File: config.mk
export PLATFORM = sky130hd
export DESIGN_NAME = cmp_flags_unit
export DESIGN_NICKNAME = d
export VERILOG_FILES = /design/src/rtl/cmp_flags_unit.sv
export SDC_FILE = /design/constraint.sdc
export NUM_CORES = 1
export LEC_CHECK = 0
export CAP_MARGIN = 20
export CORE_ASPECT_RATIO = 1.2
export CORE_MARGIN = 5
export CORE_UTILIZATION = 35
export DETAILED_ROUTE_END_ITERATION = 10
export SYNTH_ARGS = -nofsm -noshare
export SYNTH_HDL_FRONTEND = slang
export SYNTH_SLANG_ARGS = --single-unit
export TNS_END_PERCENT = 100
File: constraint.sdc
create_clock -name clk -period 1.8 [get_ports clk]
set_input_delay 0.36 -clock clk [delete_from_list [all_inputs] [get_ports clk]]
set_output_delay 0.36 -clock clk [all_outputs]
set_load 0.005 [all_outputs]
File: src/rtl/cmp_flags_unit.sv
// rtl/cmp_flags_unit.sv - Z/S/C/O flag register with LIFO save/restore stack and branch-condition decode
// Optional parity flag P enabled by defining CMP_FLAGS_PARITY_EN.
module cmp_flags_unit #(
  parameter int W     = 8,
  parameter int DEPTH = 4
) (
  input  logic         clk,
  input  logic         reset,
  input  logic [W-1:0] cmpin,
  input  logic         oe,
  input  logic         overflow,
  input  logic         carry,
  input  logic         flag_wr,
  input  logic [3:0]   flag_din,
  input  logic         push,
  input  logic         pop,
  input  logic         err_clr,
  input  logic [3:0]   cond,
  output logic         cond_true,
  output logic [3:0]   flags,
  output logic         stack_full,
  output logic         stack_empty,
`ifdef CMP_FLAGS_PARITY_EN
  output logic         pflag,
`endif
  output logic         stk_err
);

  localparam int CW = $clog2(DEPTH + 1);
`ifdef CMP_FLAGS_PARITY_EN
  localparam int EW = 5;
`else
  localparam int EW = 4;
`endif
  localparam logic [CW-1:0] FULL_CNT = CW'(DEPTH);

  logic [3:0]    flags_q, flags_d;
  logic [CW-1:0] count_q, count_d;
  logic          err_q, err_d;
  logic [EW-1:0] stack_q [DEPTH];
  logic [EW-1:0] top_entry;
  logic [EW-1:0] cur_entry;
  logic          push_ok, pop_ok, misuse;
  logic          p_cur;

  assign stack_full  = (count_q == FULL_CNT);
  assign stack_empty = (count_q == '0);

  assign push_ok = push & ~pop & ~stack_full;
  assign pop_ok  = pop & ~push & ~stack_empty;
  assign misuse  = (push & pop) | (push & ~pop & stack_full) | (pop & ~push & stack_empty);

`ifdef CMP_FLAGS_PARITY_EN
  logic p_q, p_d;
  assign p_cur     = p_q;
  assign pflag     = p_q;
  assign cur_entry = {p_q, flags_q};

  always_comb begin
    p_d = p_q;
    if (pop_ok)  p_d = top_entry[4];
    else if (oe) p_d = ~^cmpin;
  end

  always_ff @(posedge clk or negedge reset) begin
    if (!reset) p_q <= 1'b0;
    else        p_q <= p_d;
  end
`else
  assign p_cur     = 1'b0;
  assign cur_entry = flags_q;
`endif

  always_comb begin
    top_entry = '0;
    for (int i = 0; i < DEPTH; i++) begin
      if (count_q == CW'(i + 1)) top_entry = stack_q[i];
    end
  end

  // A valid pop overrides both direct load and ALU capture.
  always_comb begin
    flags_d = flags_q;
    if (pop_ok)       flags_d = top_entry[3:0];
    else if (flag_wr) flags_d = flag_din;
    else if (oe)      flags_d = {overflow, carry, cmpin[W-1], (cmpin == '0)};
  end

  always_comb begin
    count_d = count_q;
    if (push_ok)     count_d = count_q + CW'(1);
    else if (pop_ok) count_d = count_q - CW'(1);
  end

  always_comb begin
    err_d = err_q;
    if (misuse)       err_d = 1'b1;
    else if (err_clr) err_d = 1'b0;
  end

  always_ff @(posedge clk or negedge reset) begin
    if (!reset) begin
      flags_q <= 4'b0;
      count_q <= '0;
      err_q   <= 1'b0;
    end else begin
      flags_q <= flags_d;
      count_q <= count_d;
      err_q   <= err_d;
    end
  end

  // Stack contents need no reset; the count alone defines what is valid.
  always_ff @(posedge clk) begin
    for (int i = 0; i < DEPTH; i++) begin
      if (push_ok && count_q == CW'(i)) stack_q[i] <= cur_entry;
    end
  end

  assign flags   = flags_q;
  assign stk_err = err_q;

  always_comb begin
    logic z, c, s, o;
    {o, c, s, z} = flags_q;
    cond_true = 1'b0;
    case (cond)
      4'd0:  cond_true = 1'b1;
      4'd1:  cond_true = z;
      4'd2:  cond_true = ~z;
      4'd3:  cond_true = c;
      4'd4:  cond_true = ~c;
      4'd5:  cond_true = s;
      4'd6:  cond_true = ~s;
      4'd7:  cond_true = o;
      4'd8:  cond_true = ~o;
      4'd9:  cond_true = ~c & ~z;
      4'd10: cond_true = s ^ o;
      4'd11: cond_true = ~(s ^ o);
      4'd12: cond_true = ~z & ~(s ^ o);
      4'd13: cond_true = z | (s ^ o);
      4'd14: cond_true = p_cur;
      default: cond_true = 1'b0;
    endcase
  end

endmodule

==> flow_summary.toml, run 1 <==
[yosys]
syn_avg_cell_area_um2 = 10.51
syn_inst = 133
synth_cell_types = 40
synth_area_um2 = 1398
ys_seq_area_frac = 0.4870
ys.flop_type = "edfxtp_1"
synth_top_area_frac = 0.3438
synth_area_leaders = "edfxtp_1 34%, dfrtp_1 14%, ha_1 5.4%"
yosysTopAreaCell = "edfxtp_1"
synth_edf_count = 16
yosysWarningCount = 0
syn_nets = 164
async_flop_share = 0.3333
synth-seq-cells = 24

[critical_path]
path_max_fanout = 3
r2r-start = "count_q[0]$_DFFE_PN0P_"
critPathLaunch = "flags[3]$_DFFE_PN0P_"
worstSetupPathType = "register to output port"
worstPathRequired_ns = 1.44
slowest_stage = "or4_1"
worstPathArrival_ns = 1.61
end_kind = "output port"
cp-start-kind = "register"
max_stage_delay_ns = 0.47
crit_chain = "nor2b_1, or4_1, nand4_1, o211ai_1, buf_2"

[global_route]
grt_pass1_vias = 1363
track_usage = 0.1499
antenna_found_initial = 0
grt_max_degree = 14
grt_overflow = 0
grt_pass1_wl_um = 6072

[sta]
setup_violations = 1
min_period_ns = 1.971
rsz0062_at_grt = "yes"
maxSlewViolCount = 0
setup_ws_ns = -0.1714
slew_headroom = 0.7147
fmax_mhz = 507.3
fin_crit_sh = 1.095
clock_skew_ns = 0.002758
hold_violations = 0
worst_slew_pin_slew_ns = 0.4266

[detailed_routing]
drt-initial-drc-count = 111
wl_um = 3721
ant_nets = 0
wire_per_inst_um = 15.38
dr.pass1.iters = 4
drc = 0
viasPerCell = 5.277
via_count = 1277

[layout]
fillers = 368
diodes = 0
final_common_cell = "clkdlybuf4s50_1"
layout_common_cells = "27 x clkdlybuf4s50_1, 26 x buf_4, 16 x edfxtp_1"
drive_above_1_share = 0.2394
postLayoutCellArea_um2 = 2046
utilization = 0.5232
nets = 220
area_delta_synth_final_pct = 46.37

[power]
leakagePower_nw = 0.8243
powerDensity_nw_per_um2 = 1182
ir_drop_v = 0.0003703

[floorplan]
floorplan.initialDensity = 0.3574
core_area_um2 = 3910
io_pins = 33
die_h_um = 79.22
dieArea_um2 = 5362
die_w_um = 67.69
num_rows = 25

[run_status]
violations = "setup timing"
status = "finished with violations"

[clock_network]
cts_hold_buf = 0
clock_path_buffers = 2
cts-buffers-inserted = 3
cts.sinks = 24
cts-root-buf = "clkbuf_8"
cts_tree = "built"
clock_latency_ns = 0.27
htreeDepth = 1
clk_pin_slew_worst_paths_ns = 0.08

[hold_path]
hp-class = "input port to async pin"

[place]
place.gp.congestion = 0.8169
io_buffers = 32
post-dp-hpwl_um = 2870
dpl_cell_area_um2 = 1936

[job]
maxCapViolCount = 0
[per-stage QoR]
stage | total power, mW | cells | hold WS (ns) | setup WS, ns | TNS [ns]
3_5_place_dp | 2.016 | 236 | 0.5753 | -0.7447 | -0.7447
2_1_floorplan | 1.440 | 133 | 0.06441 | 0.02379 | 0
3_3_place_gp | 2.005 | 236 | 0.5597 | -0.6700 | -0.6700
4_1_cts | 2.413 | 242 | 0.4011 | -0.1792 | -0.1792
5_1_grt | 2.595 | 242 | 0.4030 | -0.2586 | -0.2586
6_report | 2.418 | 242 | 0.3929 | -0.1714 | -0.1714
[sequential cells by signal (all words and copies together), names as in the netlist]
register  flops
stack_q      16
flags         4
count_q       3
stk_err       1
[final timing paths]
check / end / slack (ns) / cells after the start
hold reg to reg: stk_err$_DFFE_PN0P_ / 0.59 / 2
setup / recovery: cond_true / -0.17 / 5
min in group clk: stk_err$_DFFE_PN0P_ / 0.59 / 2
max in group asynchronous: flags[0]$_DFFE_PN0P_ / 1.09 / 1
hold / removal: count_q[0]$_DFFE_PN0P_ / 0.39 / 1
setup reg to reg: flags[2]$_DFFE_PN0P_ / 0.10 / 6
[metal layers]
metal,share of wire,up-vias,track usage
li1,-,615,-
met1,0.40,620,0.1624
met2,0.54,33,0.2746
met3,0.032,9,0.01980
met4,0.026,0,0.07505
met5,0,-,0
[area by class of cell]
type / count / area (um^2) / area share
clock buffers: 3 / 41.29 / 0.02018
flip-flops and latches: 24 / 681.9 / 0.3333
clock inverters: 1 / 3.754 / 0.001835
well taps: 54 / 67.56 / 0.03303
inverters: 11 / 41.29 / 0.02018
repair buffers: 58 / 506.7 / 0.2477
multi-input cells: 91 / 703.2 / 0.3437
[worst max-delay path, delay by kind of cell (launching register included)]
kind / cells / cell delay, ns
AO/OA/AOI/OAI: 1 / 0.08
buffers and inverters: 1 / 0.14
flip-flops: 1 / 0.40
AND/OR/NAND/NOR: 3 / 0.72
[synthesized netlist by cell type (2+ instances only)]
| cell type | instances |
|---|---|
| inv_1 | 10 |
| ha_1 | 6 |
| o221ai_1 | 2 |
| a21boi_0 | 5 |
| buf_2 | 3 |
| o21ai_0 | 6 |
| clkbuf_1 | 3 |
| nand2_1 | 5 |
| dfrtp_1 | 8 |
| mux2i_1 | 3 |
| a221oi_1 | 5 |
| a22o_1 | 4 |
| nor3b_1 | 4 |
| nor2b_1 | 5 |
| o32ai_1 | 4 |
| nor2_1 | 9 |
| nand3_1 | 2 |
| nand4_1 | 2 |
| a21oi_1 | 6 |
| xnor2_1 | 2 |
| o211ai_1 | 4 |
| edfxtp_1 | 16 |
| nor4_1 | 2 |
[logic make-up after synthesis]
logic type      synth area share
flops                     0.4870
mux                      0.02149
compound gates            0.2149
xor+xnor                 0.01880
buf+inv                  0.05102
fa+ha+maj                0.05371
simple gates              0.1531
[report_power, final]
group,internal (mW),switching (mW)
combinational,0.677,0.615
clock,0.153,0.161
sequential,0.723,0.0899
[what timing repair did]
action / 4_1_cts / 5_1_grt
pin swaps: 4 / 4
setup buffers: 2 / 1
endpoints found under the setup margin: 3 / 6
resized for setup: 15 / 10
hold endpoints to repair: 0 / 0
Note: power is estimated with default switching activity, not from simulation.
==> inputs of run 2 (changes only) <==
--- a/config.mk
+++ b/config.mk
@@ -6,10 +6,13 @@
 export NUM_CORES = 1
 export LEC_CHECK = 0
 export CAP_MARGIN = 20
+export CELL_PAD_IN_SITES_DETAIL_PLACEMENT = 0
+export CELL_PAD_IN_SITES_GLOBAL_PLACEMENT = 1
 export CORE_ASPECT_RATIO = 1.2
 export CORE_MARGIN = 5
-export CORE_UTILIZATION = 35
+export CORE_UTILIZATION = 34
 export DETAILED_ROUTE_END_ITERATION = 10
+export PLACE_DENSITY_LB_ADDON = 0.1
 export SYNTH_ARGS = -nofsm -noshare
 export SYNTH_HDL_FRONTEND = slang
 export SYNTH_SLANG_ARGS = --single-unit
==> run 2 against run 1 <==
Against the previous run: critical path type unchanged; register-to-register slack about the same; final cell count rose by 1.2%; worst hold slack worse by 0.015 ns; critical path depth unchanged; sequential cell count unchanged; combinational power rose by 5%; via count shrank 1.8%; global-route usage increased by 0.46 points; critical endpoint unchanged; non-clock buffer count is 3 higher; clock-buffer cell count is the same; the run still ends with setup timing left; first-iteration DRC count is 43% lower.
==> flow_summary.toml, run 2 (same netlist as run 1, synthesis figures left out) <==
[critical_path]
cp-start-kind = "register"
path_max_fanout = 3
worstPathArrival_ns = 1.61
worstSetupPathType = "register to output port"
worstPathRequired_ns = 1.44
end_kind = "output port"
timing.reg2reg.setup_slack_ns = 0.11

[power]
leakagePower_nw = 0.8727
powerDensity_nw_per_um2 = 1243
ir_drop_v = 0.0004210
finalPower_mw = 2.630

[detailed_routing]
viasPerCell = 5.118
wl_um = 3776
dr.pass1.iters = 4
via_count = 1254
drc = 0
ant_nets = 0
drt-initial-drc-count = 63
wire_per_inst_um = 15.41

[layout]
diodes = 0
nets = 223
largest_register = "stack_q"
area_delta_synth_final_pct = 51.39
largest_reg_flops = 16
layout_common_cells = "28 x buf_4, 26 x clkdlybuf4s50_1, 16 x edfxtp_1"
final_common_cell = "buf_4"
drive_above_1_share = 0.2723

[sta]
setup_violations = 1
maxSlewViolCount = 0
min_period_ns = 1.968
fmax_mhz = 508.2
hold_violations = 0
slew_headroom = 0.7323
worst_slew_pin_slew_ns = 0.4002
setup_ws_ns = -0.1678
hold_ws_ns = 0.3784
rsz0062_at_grt = "yes"
fin_crit_sh = 1.093
clock_skew_ns = 0.007862

[clock_network]
clock_path_buffers = 2
cts_tree = "built"
cts-buffers-inserted = 3
htreeDepth = 1
clock_latency_ns = 0.27
clk_pin_slew_worst_paths_ns = 0.08
cts.sinks = 24
cts-root-buf = "clkbuf_8"

[floorplan]
dieArea_um2 = 5498
floorplan.initialDensity = 0.3518
num_rows = 25
die_w_um = 68.53
core_area_um2 = 3973
io_pins = 33
die_h_um = 80.23

[global_route]
track_usage = 0.1545
grt_max_degree = 15
grt_pass1_wl_um = 6203
grt_overflow = 0
antenna_found_initial = 0
grt_pass1_vias = 1339

[run_status]
violations = "setup timing"
status = "finished with violations"

[place]
post-dp-hpwl_um = 2971
io_buffers = 32
place.gp.congestion = 0.7548

[job]
maxCapViolCount = 0

[hold_path]
hp-class = "input port to async pin"
-- run 2: changes by cell type in the layout (fill, tap and decap cells not counted), sizes merged --
cell           delta
dlygate4sd2       +1
bufinv            +1
clkinv            -1
clkdlybuf4s15     -1
clkdlybuf4s50     -1
dlymetal6s2s      +1
buf               +3
-- run 2: where the power goes --
| part | switching (mW) | leakage, nW | total [mW] | internal [mW] |
|---|---|---|---|---|
| logic | 0.652 | 0.596 | 1.36 | 0.712 |
| registers | 0.0782 | 0.241 | 0.803 | 0.724 |
| clock network | 0.166 | 0.0357 | 0.463 | 0.297 |
| total | 0.896 | 0.873 | 2.63 | 1.73 |
-- run 2: final cells by class --
class,instances,area [um^2]
well taps,54,67.56
clock buffers,3,41.29
flip-flops and latches,24,683.2
inverters,11,41.29
repair buffers,61,534.3
fillers,369,1857
multi-input cells,91,718.2
clock inverters,1,30.03
-- run 2: layer usage --
layer | wire, um | global-route usage | up-vias | share of wire
li1 | - | - | 619 | -
met1 | 1513 | 0.1610 | 595 | 0.40
met2 | 1966 | 0.2703 | 30 | 0.52
met3 | 151 | 0.03077 | 10 | 0.040
met4 | 144 | 0.1014 | 0 | 0.038
met5 | 0 | 0 | - | 0
-- run 2: repair_timing --
item / 4_1_cts / 5_1_grt
pin swaps: 3 / 0
cloned: 0 / 0
gates resized for setup: 25 / 6
hold buffers: 0 / 0
buffers inserted: 2 / 1
endpoints found under the setup margin: 4 / 6
-- run 2: worst max-delay path, stage by stage (launching register included) --
cell and delay [ns]:
dfrtp_1 0.41, nor2b_1 0.15, or4_1 0.47, nand4_1 0.08
o211ai_1 0.09, buf_2 0.15
-- run 2: worst paths after layout --
kind,startpoint,end,cells past startpoint
min reg2reg,stk_err$_DFFE_PN0P_,stk_err$_DFFE_PN0P_,2
max,flags[3]$_DFFE_PN0P_,cond_true,5
min in group clk,stk_err$_DFFE_PN0P_,stk_err$_DFFE_PN0P_,2
max reg2reg,count_q[1]$_DFFE_PN0P_,stack_q[3][0]$_DFFE_PP_,5
min,reset,count_q[1]$_DFFE_PN0P_,1
max in group asynchronous,reset,flags[1]$_DFFE_PN0P_,1
-- run 2: metrics by stage --
stage                     std cells  setup WS (ns)  utilization  TNS, ns  area [um^2]
after floorplan                 133        0.02379            -        0         1398
after global placement          238        -0.6587       0.4910  -0.6587         1951
after detailed placement        238        -0.7441       0.4910  -0.7441         1951
after CTS                       244        -0.1823       0.5254  -0.1823         2087
after global routing            245        -0.2858       0.5326  -0.2858         2116
final                           245        -0.1678       0.5326  -0.1678         2116
==> inputs of run 3 (changes only) <==
--- a/config.mk
+++ b/config.mk
@@ -5,14 +5,16 @@
 export SDC_FILE = /design/constraint.sdc
 export NUM_CORES = 1
 export LEC_CHECK = 0
+export ABC_AREA = 1
 export CAP_MARGIN = 20
 export CELL_PAD_IN_SITES_DETAIL_PLACEMENT = 0
 export CELL_PAD_IN_SITES_GLOBAL_PLACEMENT = 1
 export CORE_ASPECT_RATIO = 1.2
 export CORE_MARGIN = 5
-export CORE_UTILIZATION = 34
+export CORE_UTILIZATION = 33
 export DETAILED_ROUTE_END_ITERATION = 10
 export PLACE_DENSITY_LB_ADDON = 0.1
+export SKIP_LAST_GASP = 1
 export SYNTH_ARGS = -nofsm -noshare
 export SYNTH_HDL_FRONTEND = slang
 export SYNTH_SLANG_ARGS = --single-unit
==> run 3 against run 2 <==
Against the previous run: the run now ends clean; area after synthesis is 3.3% higher; utilization is 4.8 points lower; clock power is 29% lower; die area is 5.6% higher; total power is 10% lower; global-route usage is 2.7 points lower; wire length is 6.7% lower; design area is 2.5% lower; clock skew is 0.0052 ns lower; critical path type unchanged.
==> flow_summary.toml, run 3 <==
[run_status]
status = "finished, final reports clean"

[clock_network]
clock_latency_ns = 0.27
htreeDepth = 1
clk_pin_slew_worst_paths_ns = 0.08
cts_hold_buf = 0
cts_tree = "built"
cts-buffers-inserted = 3
cts-root-buf = "clkbuf_8"
cts.sinks = 24
clock_path_buffers = 2

[layout]
layout_common_cells = "51 x nand2_1, 24 x nor2_1, 24 x clkdlybuf4s50_1"
nets = 266
diodes = 0
drive_above_1_share = 0.1966
largest_register = "stack_q"
fin_cells = 290
largest_reg_flops = 16
postLayoutCellArea_um2 = 2063
area_delta_synth_final_pct = 42.89
final_common_cell = "nand2_1"

[critical_path]
crit_chain = "buf_6, buf_4, clkdlybuf4s50_1"
r2r_cells = 6
cp-start-kind = "register"
end_kind = "output port"
slowest_stage = "clkdlybuf4s50_1"
path_max_fanout = 4
regToRegEndpoint = "stack_q[3][3]$_DFFE_PP_"
worstSetupPathType = "register to output port"
max_stage_delay_ns = 0.49
timing.reg2reg.setup_slack_ns = 0.21
r2r-start = "count_q[0]$_DFFE_PN0P_"
crit_family = "buffers and inverters"
worstPathArrival_ns = 1.40
crit_buf_inv = 3
worstPathRequired_ns = 1.44

[yosys]
synth_area_leaders = "edfxtp_1 33%, dfrtp_1 14%, nand2_1 14%"
synth_top_area_frac = 0.3328
syn_avg_cell_area_um2 = 8.112
synth-seq-cells = 24
synth_area_um2 = 1444
syn_inst = 178
ys_seq_area_frac = 0.4714
ys.flop_type = "edfxtp_1"
synth_commonest_cells = "52 x nand2_1, 25 x inv_1, 25 x nor2_1"
yosysTopAreaCell = "edfxtp_1"
syn_nets = 209
yosysMostFrequentCell = "nand2_1"
synth_cell_types = 22
async_flop_share = 0.3333
yosysWarningCount = 0
synth_edf_count = 16

[sta]
min_period_ns = 1.762
worst_slew_pin_slew_ns = 0.4137
slew_headroom = 0.7233
hold_violations = 0
setup_violations = 0
fmax_mhz = 567.7
rsz0062_at_grt = "yes"
fin_crit_sh = 0.9787
maxSlewViolCount = 0
clock_skew_ns = 0.002614

[hold_path]
hp-class = "input port to async pin"

[place]
dp.cells = 282
post-dp-hpwl_um = 2815
place.gp.congestion = 0.9118
io_buffers = 32
dpl_cell_area_um2 = 1947

[floorplan]
io_pins = 33
core_area_um2 = 4262
floorplan.initialDensity = 0.3388
dieArea_um2 = 5804
num_rows = 26
die_h_um = 82.46
die_w_um = 70.39

[detailed_routing]
wl_um = 3523
drt-initial-drc-count = 49
dr.pass1.iters = 4
wl_met1_um = 1436
top_layer = "met4"
wire_per_inst_um = 12.15
viasPerCell = 4.614
drc = 0
met3WireLength_um = 114
via_count = 1338
met2_length_um = 1899
ant_nets = 0

[global_route]
grt_overflow = 0
track_usage = 0.1273
antenna_found_initial = 0
grt_max_degree = 15
grt_pass1_vias = 1396
grt_pass1_wl_um = 5740

[power]
ir_drop_v = 0.0003042
leakagePower_nw = 0.9858
powerDensity_nw_per_um2 = 1143

[job]
maxCapViolCount = 0
[run 3: changes by cell type after synthesis, moves of 5 or more]
cell | previous run | this run
inv_1 | 10 | 25
a21boi_0 | 5 | 0
nand2_1 | 5 | 52
a221oi_1 | 5 | 0
o21ai_0 | 6 | 11
nor2_1 | 9 | 25
a21oi_1 | 6 | 1
nor2b_1 | 5 | 0
nand3_1 | 2 | 8
[run 3: area by class of cell]
class                   count  area [um^2]
clock buffers               4        45.04
fillers                   450         2198
inverters                  26        100.1
multi-input cells         125        666.9
flip-flops and latches     24        683.2
well taps                  56        70.07
repair buffers             55        498.0
[run 3: power breakdown]
part / switching [mW] / internal [mW] / total (mW)
sequential: 0.0871 / 0.724 / 0.811
clock: 0.171 / 0.158 / 0.329
combinational: 0.635 / 0.582 / 1.22
[run 3: worst max-delay path by stage]
stage | depth (start not counted) | startpoint | slack [ns] | endpoint
floorplan | 5 | count_q[0]$_DFFE_PN0P_ | 0.12 | stack_q[1][0]$_DFFE_PP_
global placement | 8 | cond[1] | -0.44 | cond_true
detailed placement | 8 | cond[3] | -0.51 | cond_true
CTS | 6 | flags[1]$_DFFE_PN0P_ | -0.12 | cond_true
global route | 8 | flags[1]$_DFFE_PN0P_ | -0.04 | cond_true
finish | 3 | flags[3]$_DFFE_PN0P_ | 0.04 | flags[3]
[run 3: logic make-up after synthesis]
kind of cell / synth area share
simple gates: 0.2860
fa+ha+maj: 0.05199
xor+xnor: 0.01820
compound gates: 0.08233
buf+inv: 0.09012
flops: 0.4714
[run 3: layer usage]
layer,track usage,up-vias
met3,0.01937,5
li1,-,688
met4,0.07088,0
met2,0.2528,25
met5,0,-
met1,0.1261,620
[run 3: what timing repair did]
action | CTS | global route
endpoints found under the hold margin | 0 | 0
pin swaps | 3 | 2
endpoints found under the setup margin | 3 | 2
setup buffers | 1 | 3
gates resized for setup | 18 | 11
[run 3: worst register-to-register path: stages, from the launching register on]
cell and delay [ns]:
dfrtp_1 0.40, buf_4 0.15, ha_1 0.19, ha_1 0.25, inv_1 0.15, nor2_1 0.06, buf_4 0.15
[run 3: per-stage QoR]
stage,utilization,total power [mW],setup TNS (ns),hold WS (ns),setup slack (ns)
after CTS,0.4736,2.323,-0.1210,0.4135,-0.1210
after detailed placement,0.4568,1.948,-0.5140,0.5320,-0.5140
after floorplan,-,1.458,0,0.06441,0.1243
after global placement,0.4568,1.932,-0.4711,0.5133,-0.4355
after global routing,0.4841,2.532,-0.04357,0.4294,-0.04357
final,0.4841,2.358,0,0.3835,0.03841
